--- src/rtl/serial_subtractor_if.sv ---
// Handshake and data bundle for the bit-serial subtractor.
// The master side requests operations; the slave side returns results.
interface serial_subtractor_if #(
   parameter int BIT_WIDTH = 8
);
   logic                 start;
   logic [BIT_WIDTH-1:0] a;
   logic [BIT_WIDTH-1:0] b;
   logic                 borrow_in;
   logic                 busy;
   logic                 done;
   logic [BIT_WIDTH-1:0] diff;
   logic                 borrow_out;
   logic                 overflow;

   modport master (
      output start, a, b, borrow_in,
      input  busy, done, diff, borrow_out, overflow
   );

   modport slave (
      input  start, a, b, borrow_in,
      output busy, done, diff, borrow_out, overflow
   );
endinterface

--- src/rtl/serial_subtractor.sv ---
// Bit-serial two's-complement subtractor: diff = a - b - borrow_in, one bit per clock,
// LSB first. Results are registered and held until the next operation completes.
module serial_subtractor #(
   parameter int BIT_WIDTH = 8
) (
   input  logic                clk,
   input  logic                n_rst,
   serial_subtractor_if.slave  bus
);
   localparam int                 CNT_W    = $clog2(BIT_WIDTH);
   localparam logic [CNT_W-1:0]   LAST_BIT = CNT_W'(BIT_WIDTH - 1);

   typedef enum logic [1:0] {IDLE, CALC, DONE} state_t;

   state_t               state;
   logic [BIT_WIDTH-1:0] a_sr;
   logic [BIT_WIDTH-1:0] b_sr;
   logic [BIT_WIDTH-1:0] res_sr;
   logic                 a_msb;
   logic                 b_msb;
   logic                 br;
   logic [CNT_W-1:0]     bit_cnt;

   logic                 d_bit;
   logic                 br_next;
   logic [BIT_WIDTH-1:0] res_next;

   // Full-subtractor cell on the current LSBs of the operand shift registers
   always_comb begin
      d_bit    = a_sr[0] ^ b_sr[0] ^ br;
      br_next  = (~a_sr[0] & b_sr[0]) | (~(a_sr[0] ^ b_sr[0]) & br);
      res_next = {d_bit, res_sr[BIT_WIDTH-1:1]};
   end

   always_ff @(posedge clk or negedge n_rst) begin
      if (!n_rst) begin
         state          <= IDLE;
         a_sr           <= '0;
         b_sr           <= '0;
         res_sr         <= '0;
         a_msb          <= 1'b0;
         b_msb          <= 1'b0;
         br             <= 1'b0;
         bit_cnt        <= '0;
         bus.busy       <= 1'b0;
         bus.done       <= 1'b0;
         bus.diff       <= '0;
         bus.borrow_out <= 1'b0;
         bus.overflow   <= 1'b0;
      end else begin
         case (state)
            IDLE: begin
               bus.done <= 1'b0;
               if (bus.start) begin
                  a_sr     <= bus.a;
                  b_sr     <= bus.b;
                  a_msb    <= bus.a[BIT_WIDTH-1];
                  b_msb    <= bus.b[BIT_WIDTH-1];
                  br       <= bus.borrow_in;
                  res_sr   <= '0;
                  bit_cnt  <= '0;
                  bus.busy <= 1'b1;
                  state    <= CALC;
               end
            end
            CALC: begin
               a_sr    <= a_sr >> 1;
               b_sr    <= b_sr >> 1;
               res_sr  <= res_next;
               br      <= br_next;
               bit_cnt <= bit_cnt + 1'b1;
               // The MSB is processed on the last bit, so d_bit is the result sign here
               if (bit_cnt == LAST_BIT) begin
                  bus.diff       <= res_next;
                  bus.borrow_out <= br_next;
                  bus.overflow   <= (a_msb != b_msb) && (d_bit != a_msb);
                  bus.done       <= 1'b1;
                  state          <= DONE;
               end
            end
            DONE: begin
               bus.done <= 1'b0;
               bus.busy <= 1'b0;
               state    <= IDLE;
            end
            default: begin
               bus.done <= 1'b0;
               bus.busy <= 1'b0;
               state    <= IDLE;
            end
         endcase
      end
   end
endmodule

--- src/flat_wrapper.sv ---
// flat-port wrapper written by rule: the top's interface ports become plain ports
module serial_subtractor_flat 
#(
   parameter int BIT_WIDTH = 8
)
  (clk, n_rst, bus_start, bus_a, bus_b, bus_borrow_in, bus_busy, bus_done, bus_diff, bus_borrow_out, bus_overflow);
  serial_subtractor_if #(.BIT_WIDTH(BIT_WIDTH)) bus_i ();
  input  logic clk;
  input  logic n_rst;
  input wire logic [$bits(bus_i.start)-1:0] bus_start;
  input wire logic [$bits(bus_i.a)-1:0] bus_a;
  input wire logic [$bits(bus_i.b)-1:0] bus_b;
  input wire logic [$bits(bus_i.borrow_in)-1:0] bus_borrow_in;
  output wire logic [$bits(bus_i.busy)-1:0] bus_busy;
  output wire logic [$bits(bus_i.done)-1:0] bus_done;
  output wire logic [$bits(bus_i.diff)-1:0] bus_diff;
  output wire logic [$bits(bus_i.borrow_out)-1:0] bus_borrow_out;
  output wire logic [$bits(bus_i.overflow)-1:0] bus_overflow;
  assign bus_i.start = bus_start;
  assign bus_i.a = bus_a;
  assign bus_i.b = bus_b;
  assign bus_i.borrow_in = bus_borrow_in;
  assign bus_busy = bus_i.busy;
  assign bus_done = bus_i.done;
  assign bus_diff = bus_i.diff;
  assign bus_borrow_out = bus_i.borrow_out;
  assign bus_overflow = bus_i.overflow;
  serial_subtractor #(.BIT_WIDTH(BIT_WIDTH)) u_core (.clk(clk), .n_rst(n_rst), .bus(bus_i));
endmodule
--- config.mk ---
export PLATFORM = sky130hd
export DESIGN_NAME = serial_subtractor_flat
export DESIGN_NICKNAME = d
export VERILOG_FILES = /design/src/rtl/serial_subtractor_if.sv /design/src/rtl/serial_subtractor.sv /design/src/flat_wrapper.sv
export SDC_FILE = /design/constraint.sdc
export NUM_CORES = 1
export LEC_CHECK = 0
export CORE_AREA = 3 3 85 47
export CTS_BUF_LIST = sky130_fd_sc_hd__clkbuf_16
export DETAILED_ROUTE_END_ITERATION = 8
export DIE_AREA = 0 0 88 50
export PLACE_DENSITY_LB_ADDON = 0.12
export SLEW_MARGIN = 20
export SYNTH_ARGS = -nofsm -noshare
export SYNTH_HDL_FRONTEND = slang
export SYNTH_SLANG_ARGS = --single-unit
export TNS_END_PERCENT = 10
--- constraint.sdc ---
create_clock -name clk -period 4.5 [get_ports clk]
set_input_delay 0.9 -clock clk [delete_from_list [all_inputs] [get_ports clk]]
set_output_delay 0.9 -clock clk [all_outputs]
set_load 0.02 [all_outputs]
# Word-level counts from Yosys, hierarchy flattened
# Cells that the tools add are included.
# word_totals
register_bits,44
output_inout_bits,12
# op_classes
add_sub_neg,1
eq_ne,6
mux,17
bitwise,8
reduce_logical,8
# ops
cell,n
8-bit case mux with 2 select lines,3
8-bit 2-to-1 mux,3
2-bit AND reduction,5
3-bit case mux with 2 select lines,1
1-bit 2-to-1 mux,4
2-bit 2-to-1 mux,2
1-bit case mux with 2 select lines,2
2-bit case mux with 2 select lines,1
"3-bit by 1-bit adder with 3-bit output, second input constant",1
"3-bit equality test, second input constant",1
3-bit 2-to-1 mux,1
1-bit NOT,3
1-bit AND,2
"2-bit by 1-bit equality test with 1-bit output, second input constant",1
2-bit logical NOT,1
1-bit != test,2
"2-bit by 1-bit != test with 1-bit output, second input constant",1
"2-bit != test, second input constant",1
2-bit nonzero test,1
1-bit bitwise XOR,2
1-bit logical AND,1
1-bit OR,1

# Longest topological paths before layout
# Gate-level depths: netlist of run 1.
# depth
word_depth,5
depth_mapped,6
depth_no_buf,5

# Worst setup path after synthesis of run 1
# OpenSTA, ideal clock, no wires.
# synth_timing
kind,in2reg
start,input bus_start
end,register u_core.b_sr[0]
setup_ps,132
t_arrival_ps,1498
required_time_ps,4368
path_slack_ps,2870
path_stages,3
cell_sequence,o21bai_1 > clkbuf_1 > o21ai_1
# synth_between
elab_chain_cells,2
# synth_lines
element,line_no,text
from (decl),flat_wrapper.sv:10,input wire logic [$bits(bus_i.start)-1:0] bus_start;
2-bit != test (no source line),-,
2-bit AND reduction (no source line),-,
to (signal assigned),serial_subtractor.sv:56,b_sr <= bus.b;
to (signal assigned),serial_subtractor.sv:68,b_sr <= b_sr >> 1;
to (decl),serial_subtractor.sv:17,logic [BIT_WIDTH-1:0] b_sr;
# Every way passes these cells.
# A chain may end at the register's enable or synchronous reset.

# Worst setup path after layout of run 1
# layout_timing
start,input bus_start
end,register u_core.a_sr[0]
# layout_between
elab_chain_cells,2
# layout_lines
element,line_no,text
2-bit != test (no source line),-,
2-bit AND reduction (no source line),-,
to (signal assigned),serial_subtractor.sv:55,a_sr <= bus.a;
to (signal assigned),serial_subtractor.sv:67,a_sr <= a_sr >> 1;
to (decl),serial_subtractor.sv:16,logic [BIT_WIDTH-1:0] a_sr;
# Every way passes these cells.

==> results of run 1 <==
layout make-up:
type                    count  area, µm²  share of cell area, %
well taps                  42      52.55                  2.331
clock inverters             3      15.01                 0.6659
multi-input cells          88      650.6                  28.86
inverters                   4      15.01                 0.6659
clock buffers               5      125.1                  5.549
repair buffers             33      320.3                  14.21
flip-flops and latches     43       1076                  47.72
logic make-up (layout without fill, tap and decap cells):
| family | after synthesis | count (layout) | share of synthesized area, % |
|---|---|---|---|
| AO/OA/AOI/OAI | 33 | 33 | 12.02 |
| adder cells (fa/ha/maj) | 3 | 3 | 2.530 |
| buffers and inverters | 12 | 45 | 3.373 |
| flip-flops | 43 | 43 | 60.44 |
| multiplexers | 25 | 25 | 14.83 |
| AND/OR/NAND/NOR | 27 | 27 | 6.817 |
cell usage after synthesis, drive strengths merged:
library cell | number | area share [%]
a21oi | 2 | 0.56
nand2b | 2 | 0.70
nor3b | 1 | 0.42
fa | 1 | 1.1
a22o | 11 | 5.4
nor2 | 3 | 0.63
mux2i | 14 | 7.9
ha | 2 | 1.4
dfrtp | 43 | 60
nor2b | 3 | 1.1
o21bai | 1 | 0.42
o21ai | 17 | 4.8
buf | 5 | 1.9
nand2 | 17 | 3.6
inv | 4 | 0.84
clkbuf | 3 | 0.63
o21a | 1 | 0.42
nand3b | 1 | 0.42
a22oi | 1 | 0.42
mux2 | 11 | 7.0
critical path, cell delays in order:
cell             delay [ps]
clkdlybuf4s50_1         450
o21bai_2                730
buf_4                   350
nand2_1                  80
o21ai_0                  80
cells in the final DEF (no fill, tap or decap), drive strengths merged:
cell,n
a21oi,2
a22o,11
a22oi,1
buf,3
clkbuf,5
clkdlybuf4s50,30
clkinv,2
clkinvlp,1
dfrtp,43
fa,1
ha,2
inv,4
mux2,11
mux2i,14
nand2,17
nand2b,2
nand3b,1
nor2,3
nor2b,3
nor3b,1
o21a,1
o21ai,17
o21bai,1
layer usage:
layer  vias up  wire length, µm  GRT usage, %
met3         2              122         5.175
li1        560                -             -
met5         -                0             0
met1       553             1716         25.11
met2        22             1509         26.00
met4         0               19         3.061
registers in the layout, indices dropped and copies added (netlist names):
register               flops
u_core.a_msb               1
u_core.a_sr                8
u_core.b_msb               1
u_core.b_sr                8
u_core.bit_cnt             3
u_core.br                  1
u_core.bus.borrow_out      1
u_core.bus.busy            1
u_core.bus.diff            8
u_core.bus.done            1
u_core.bus.overflow        1
u_core.res_sr              7
u_core.state               2
power breakdown:
group          switching [W]  leakage [nW]  internal [W]
registers           0.000106         0.539      0.000563
clock network       0.000136        0.0649      0.000201
logic               0.000316         0.454      0.000325
total               0.000557          1.06       0.00109
metrics by stage:
stage	setup WS [ps]	hold slack [ps]	instances
floorplan	2870	449.6	143
global placement	1878	461.5	210
detailed placement	1840	470.3	210
CTS	2083	489.0	218
global route	1931	512.4	218
finish	2079	481.8	218
how the worst min path moves through the flow:
stage / slack (ps) / to / startpoint / cells after the start
3_3_place_gp: 460 / u_core.br / u_core.br / 2
4_1_cts: 490 / u_core.b_sr[5] / u_core.b_sr[5] / 2
2_1_floorplan: 450 / u_core.a_sr[1] / u_core.a_sr[1] / 2
5_1_grt: 510 / u_core.b_sr[5] / u_core.b_sr[5] / 2
3_5_place_dp: 470 / u_core.br / u_core.br / 2
6_report: 480 / u_core.a_sr[1] / u_core.a_sr[1] / 2
==> impl_metrics.tcl, run 1 <==
set metrics [dict create \
    clockRootBuffer "clkbuf_16" \
    r2r_slack_ps 2670 \
    core_um2 3322 \
    ir_drop_uv 439.6 \
    cts_tree "yes" \
    synthToLayoutAreaGrowth_pct 26.63 \
    worstMarginPinSlew_ps 942.2 \
    syn-num-nets 166 \
    via_count 1137 \
    synth_cells 143 \
    vias_per_cell 5.216 \
    grt_max_degree 44 \
    max_slew_margin_pct 37.19 \
    die_area_um2 4400 \
    p_per_area_nw_per_um2 730.4 \
    dpl_cell_area_um2 2115 \
    first_pass_iters 4 \
    row_count 15 \
    r2r_end "u_core.a_sr[0]" \
    p_total_w 0.001647 \
    grt_pass1_vias 1188 \
    drt_wl_total_mm 3.367 \
    drtIter0Drc 58 \
    setup_viol 0 \
    syn-cell-area_um2 1780 \
    clkTransAtPathRegs_ps 50 \
    hold_class "flop to flop" \
    crit_type "primary input to flop" \
    cts.htree.levels 2 \
    critical_path_arrival_ps 2610 \
    final.period_utilization_pct 53.80 \
    wl_per_cell_um 15.44 \
    worstSkewPairLatency_ps 280 \
    antenna_found_initial 0 \
    r2r_cells 4 \
    skew_ps 5.944 \
    final.setup.tns_ps 0 \
    critPathCapture "u_core.a_sr[0]" \
    post_cts_buffers 0 \
    gp_congestion 0.7693 \
    avgSynthCellArea_um2 12.45 \
    yosys_warnings 0 \
    start_util_pct 53.60 \
    nFillCells 239 \
    die_y_um 50 \
    diodes 0 \
    worstSetupStartpoint "bus_start" \
    maxCapViolations 0 \
    crit_fanout 27 \
    grt_pass1_wl_mm 5.775 \
    status "finished, final reports clean" \
    final_period_minus_worst_setup_slack_ps 2421 \
    yosysUniqueCellTypes 23 \
    cts.repair.resized 0 \
    portBuffers 31 \
    ys_seq_area_share_pct 60.44 \
    holdBufCountCts 0 \
    rr_startpoint "u_core.state[0]" \
    slew_viol_final 0 \
    fmax_mhz 413.0 \
    power.leakage_nw 1.058 \
    grt_usage_pct 17.32 \
    utilization_pct 67.87 \
    cp-start-kind "primary input" \
    final_layout_size_suffix_gt1_share_pct 12.50 \
    drcViolationCount 0 \
    numCtsBuffers 5 \
    grt-ovfl-total 0 \
    hpwl_mm 2.234 \
    end_kind "flop" \
    clock_sinks 43 \
    hold_viol 0 \
    final_area_um2 2255 \
    rsz0062_at_grt "no" \
    ctsLongestPathBuffers 2 \
    die_w_um 88 \
    io_pins 32 \
    ys_ff_latch 43 \
    nets 198 \
    worstPathRequired_ps 4680 \
    antenna_left 0 \
]
No activity file was read; power rests on OpenSTA's default activity.
==> inputs of run 2 (changes only) <==
--- a/config.mk
+++ b/config.mk
@@ -5,10 +5,10 @@
 export SDC_FILE = /design/constraint.sdc
 export NUM_CORES = 1
 export LEC_CHECK = 0
-export CORE_AREA = 3 3 85 47
+export CORE_AREA = 3 3 88 48
 export CTS_BUF_LIST = sky130_fd_sc_hd__clkbuf_16
 export DETAILED_ROUTE_END_ITERATION = 8
-export DIE_AREA = 0 0 88 50
+export DIE_AREA = 0 0 91 51
 export PLACE_DENSITY_LB_ADDON = 0.12
 export SLEW_MARGIN = 20
 export SYNTH_ARGS = -nofsm -noshare
==> constraint.sdc (replaced) <==
create_clock -name clk -period 2.3 [get_ports clk]
set_input_delay 0.46 -clock clk [delete_from_list [all_inputs] [get_ports clk]]
set_output_delay 0.46 -clock clk [all_outputs]
set_load 0.02 [all_outputs]
==> impl_metrics.tcl, run 2 (synthesis gave the netlist of run 1 again) <==
set metrics [dict create \
    maxCapViolations 0 \
    ctsLongestPathBuffers 2 \
    hpwl_mm 2.277 \
    wl_per_cell_um 14.36 \
    cp-start-kind "flop" \
    vias_per_cell 5.000 \
    nFillCells 285 \
    grt-ovfl-total 0 \
    die_area_um2 4641 \
    grt_usage_pct 16.45 \
    ir_drop_uv 843.5 \
    core_um2 3453 \
    die_w_um 91 \
    worstMarginPinSlew_ps 511.6 \
    grt_pass1_vias 1266 \
    portBuffers 31 \
    holdBufCountCts 0 \
    gp_congestion 0.7299 \
    p_per_area_nw_per_um2 1487 \
    power.leakage_nw 1.106 \
    final_period_minus_worst_setup_slack_ps 1748 \
    skew_ps 5.505 \
    nets 203 \
    first_pass_iters 4 \
    die_y_um 51 \
    drcViolationCount 0 \
    rsz0062_at_grt "no" \
    cts.repair.resized 0 \
    hold_class "primary input to asynchronous set/reset pin" \
    max_slew_margin_pct 65.89 \
    diodes 0 \
    utilization_pct 68.22 \
    slew_viol_final 0 \
    antenna_left 0 \
    fmax_mhz 572.2 \
    cts_tree "yes" \
    drt_wl_total_mm 3.331 \
    final.period_utilization_pct 75.99 \
    critical_path_arrival_ps 1920 \
    drtIter0Drc 39 \
    final.setup.tns_ps 0 \
    grt_max_degree 24 \
    synthToLayoutAreaGrowth_pct 32.33 \
    cts.htree.levels 2 \
    end_kind "flop" \
    worstPathRequired_ps 2470 \
    numCtsBuffers 5 \
    worstSkewPairLatency_ps 290 \
    crit_type "flop to flop" \
    status "finished, final reports clean" \
    setup_viol 0 \
    final_common_cell "dfrtp_1" \
    grt_pass1_wl_mm 5.906 \
    antenna_found_initial 0 \
    clkTransAtPathRegs_ps 60 \
    clockRootBuffer "clkbuf_16" \
    io_pins 32 \
    clock_sinks 43 \
    reg.largest.list "u_core.a_sr: 8 flops, u_core.b_sr: 8 flops, u_core.bus.diff: 8 flops" \
    row_count 15 \
    post_cts_buffers 0 \
    crit_fanout 7 \
    final_cell_mix "dfrtp_1, clkdlybuf4s50_1, nand2_1" \
    final_layout_size_suffix_gt1_share_pct 16.02 \
    start_util_pct 51.56 \
    hold_viol 0 \
    via_count 1160 \
]
[run 2: critical path, cell delays in order, from the launching register on]
cell	delay [ps]
dfrtp_1	400
ha_1	210
ha_1	200
nand3b_1	250
buf_4	230
mux2_2	350
[run 2: routing by layer]
layer	routed length, µm	up-vias	global-route usage, %	share of wire [%]
met4	85	0	8.250	2.6
met5	0	-	0	0
met3	172	9	5.294	5.2
met2	1490	21	25.46	45
met1	1582	556	21.04	47
li1	-	574	-	-
[run 2: power by group]
group          leakage (nW)  internal (W)  switching (W)
clock network        0.0900      0.000621       0.000288
logic                 0.477      0.000662       0.000626
registers             0.539       0.00110       0.000205
total                  1.11       0.00238        0.00112
[run 2: cell type report]
cell class                 count  area, µm²  share of cell area, %
multi-input combinational     88      650.6                  27.62
inverter                       4      15.01                 0.6373
timing repair buffer          38      357.8                  15.19
tap                           51      63.81                  2.708
sequential                    43       1076                  45.67
clock inverter                 3      67.56                  2.868
clock buffer                   5      125.1                  5.311
[run 2: path summary, 6_finish.rpt]
check	from	endpoint	slack, ps	cells after the start
max	u_core.bit_cnt[0]	u_core.bus.diff[0]	550	5
min	n_rst	u_core.bus.diff[5]	140	1
max reg2reg	u_core.bit_cnt[0]	u_core.bus.diff[0]	550	5
min reg2reg	u_core.b_sr[5]	u_core.b_sr[5]	480	2
max in group asynchronous	n_rst	u_core.res_sr[3]	1610	2
min in group clk	u_core.b_sr[5]	u_core.b_sr[5]	480	2
[run 2: per-stage QoR]
| step | power [W] | hold WS, ps | cell area, µm² | worst slack (ps) | cells |
|---|---|---|---|---|---|
| after floorplan | 0.002154 | 164.4 | 1780 | 740.0 | 143 |
| after global placement | 0.002555 | 457.7 | 2163 | 480.4 | 224 |
| after detailed placement | 0.002614 | 461.9 | 2163 | 425.9 | 224 |
| after CTS | 0.003540 | 155.2 | 2356 | 540.9 | 232 |
| after global routing | 0.003754 | 179.6 | 2356 | 469.4 | 232 |
| final | 0.003504 | 141.1 | 2356 | 552.2 | 232 |
==> inputs of run 3 (changes only) <==
--- a/config.mk
+++ b/config.mk
@@ -5,10 +5,10 @@
 export SDC_FILE = /design/constraint.sdc
 export NUM_CORES = 1
 export LEC_CHECK = 0
-export CORE_AREA = 3 3 88 48
+export CORE_AREA = 3 3 92 50
 export CTS_BUF_LIST = sky130_fd_sc_hd__clkbuf_16
 export DETAILED_ROUTE_END_ITERATION = 8
-export DIE_AREA = 0 0 91 51
+export DIE_AREA = 0 0 95 53
 export PLACE_DENSITY_LB_ADDON = 0.12
 export SLEW_MARGIN = 20
 export SYNTH_ARGS = -nofsm -noshare
==> constraint.sdc (replaced) <==
create_clock -name clk -period 1.5 [get_ports clk]
set_input_delay 0.3 -clock clk [delete_from_list [all_inputs] [get_ports clk]]
set_output_delay 0.3 -clock clk [all_outputs]
set_load 0.02 [all_outputs]
==> impl_metrics.tcl, run 3 (synthesis gave the netlist of run 1 again) <==
set metrics [dict create \
    first_pass_iters 4 \
    p_int_w 0.003364 \
    fmax_mhz 678.1 \
    core_um2 3864 \
    worstMarginPinSlew_ps 361.9 \
    cts_tree "yes" \
    hold_viol 0 \
    max_slew_margin_pct 75.87 \
    slew_viol_final 0 \
    hold_class "primary input to asynchronous set/reset pin" \
    critical_path_arrival_ps 1640 \
    worstSkewPairLatency_ps 280 \
    p_total_w 0.005056 \
    p_clk_share_pct 19.6 \
    clockRootBuffer "clkbuf_16" \
    dpl_cell_area_um2 2217 \
    wl_per_cell_um 13.27 \
    grt_usage_pct 14.54 \
    synthToLayoutAreaGrowth_pct 33.38 \
    cts.htree.levels 2 \
    antenna_found_initial 0 \
    final.setup.tns_ps 0 \
    r2r_cells 5 \
    crit_type "flop to flop" \
    rr_startpoint "u_core.bit_cnt[0]" \
    power.leakage_nw 1.150 \
    diodes 0 \
    drtIter0Drc 42 \
    swShare_pct 33.47 \
    critPathCapture "u_core.bus.diff[6]" \
    combPwrFrac_pct 40.8 \
    numCtsBuffers 5 \
    grt_max_degree 23 \
    r2r_slack_ps 30 \
    rsz0062_at_grt "yes" \
    grt_pass1_vias 1201 \
    final_period_minus_worst_setup_slack_ps 1475 \
    setup_viol 0 \
    r2r_end "u_core.bus.diff[6]" \
    worstPathRequired_ps 1660 \
    die_y_um 53 \
    ctsLongestPathBuffers 2 \
    seqPwrFrac_pct 39.6 \
    end_kind "flop" \
    dp_cells 230 \
    final_area_um2 2375 \
    gp_congestion 0.7003 \
    p_per_area_nw_per_um2 2129 \
    hpwl_mm 2.200 \
    drt_wl_total_mm 3.184 \
    start_util_pct 46.08 \
    antenna_left 0 \
    clock_sinks 43 \
    die_w_um 95 \
    crit_fanout 13 \
    ir_drop_uv 1013 \
    die_area_um2 5035 \
    maxCapViolations 0 \
    vias_per_cell 4.929 \
    grt-ovfl-total 0 \
    nets 208 \
    final_cell_mix "dfrtp_1, clkdlybuf4s50_1, nand2_1" \
    portBuffers 31 \
    clkTransAtPathRegs_ps 60 \
    io_pins 32 \
    status "finished, final reports clean" \
    switching_power_w 0.001692 \
    final.period_utilization_pct 98.31 \
    grt_pass1_wl_mm 5.464 \
    skew_ps 2.100 \
    final_layout_size_suffix_gt1_share_pct 19.35 \
    via_count 1183 \
    drcViolationCount 0 \
    final_cells 240 \
    worstSetupStartpoint "u_core.bit_cnt[0]" \
    cp-start-kind "flop" \
    reg.largest.list "u_core.a_sr: 8 flops, u_core.b_sr: 8 flops, u_core.bus.diff: 8 flops" \
    final_common_cell "dfrtp_1" \
    row_count 16 \
]
run 3: worst min-delay path by stage:
stage	from	to	slack (ps)	cells past startpoint
3_5_place_dp	n_rst	u_core.b_sr[3]	240	1
6_report	n_rst	u_core.b_sr[3]	460	2
2_1_floorplan	n_rst	u_core.a_msb	4	0
5_1_grt	n_rst	u_core.b_sr[2]	490	2
4_1_cts	n_rst	u_core.b_sr[3]	470	2
3_3_place_gp	n_rst	u_core.b_sr[2]	240	1
run 3: worst max-delay path, stage by stage (launching register included):
cell	delay, ps
dfrtp_1	390
ha_2	190
ha_2	170
nand3b_1	120
buf_12	150
mux2_2	340
run 3: metal layers:
metal	routed length [µm]	global-route usage, %
met5	0	0
met4	42	4.306
met3	157	4.688
met2	1444	23.92
met1	1540	18.55
run 3: per-stage QoR:
| stage | setup slack, ps | utilization, % | hold WS [ps] |
|---|---|---|---|
| global placement | -58.10 | 57.38 | 239.2 |
| global route | -20.96 | 61.46 | 494.4 |
| floorplan | 16.64 | - | 4.409 |
| CTS | 7.119 | 60.85 | 473.8 |
| detailed placement | -82.62 | 57.38 | 236.1 |
| finish | 25.33 | 61.46 | 461.9 |
run 3: final cells by class:
cell class                      count  area [µm²]
Multi-Input combinational cell     88       670.6
Inverter                            4       15.01
Clock inverter                      3       11.26
Fill cell                         323        1489
Clock buffer                        5       125.1
Tap cell                           54       67.56
Sequential cell                    43        1077
Timing Repair Buffer               43       407.9
run 3: timing repair:
item | in CTS | in global routing
buffers inserted | 0 | 1
hold buffers | 1 | 0
pin swaps | 0 | 1
endpoints found under the setup margin | 13 | 11
gates resized for setup | 13 | 4
endpoints found under the hold margin | 15 | 0
run 3: power by group through the flow:
stage / Sequential, W / Clock, W / Combinational (W)
6_report: 0.00200 / 0.000990 / 0.00206
5_1_grt: 0.00209 / 0.00108 / 0.00228
4_1_cts: 0.00199 / 0.00103 / 0.00197
3_5_place_dp: 0.00201 / 0 / 0.00206
3_3_place_gp: 0.00200 / 0 / 0.00201
2_1_floorplan: 0.00213 / 0 / 0.00118
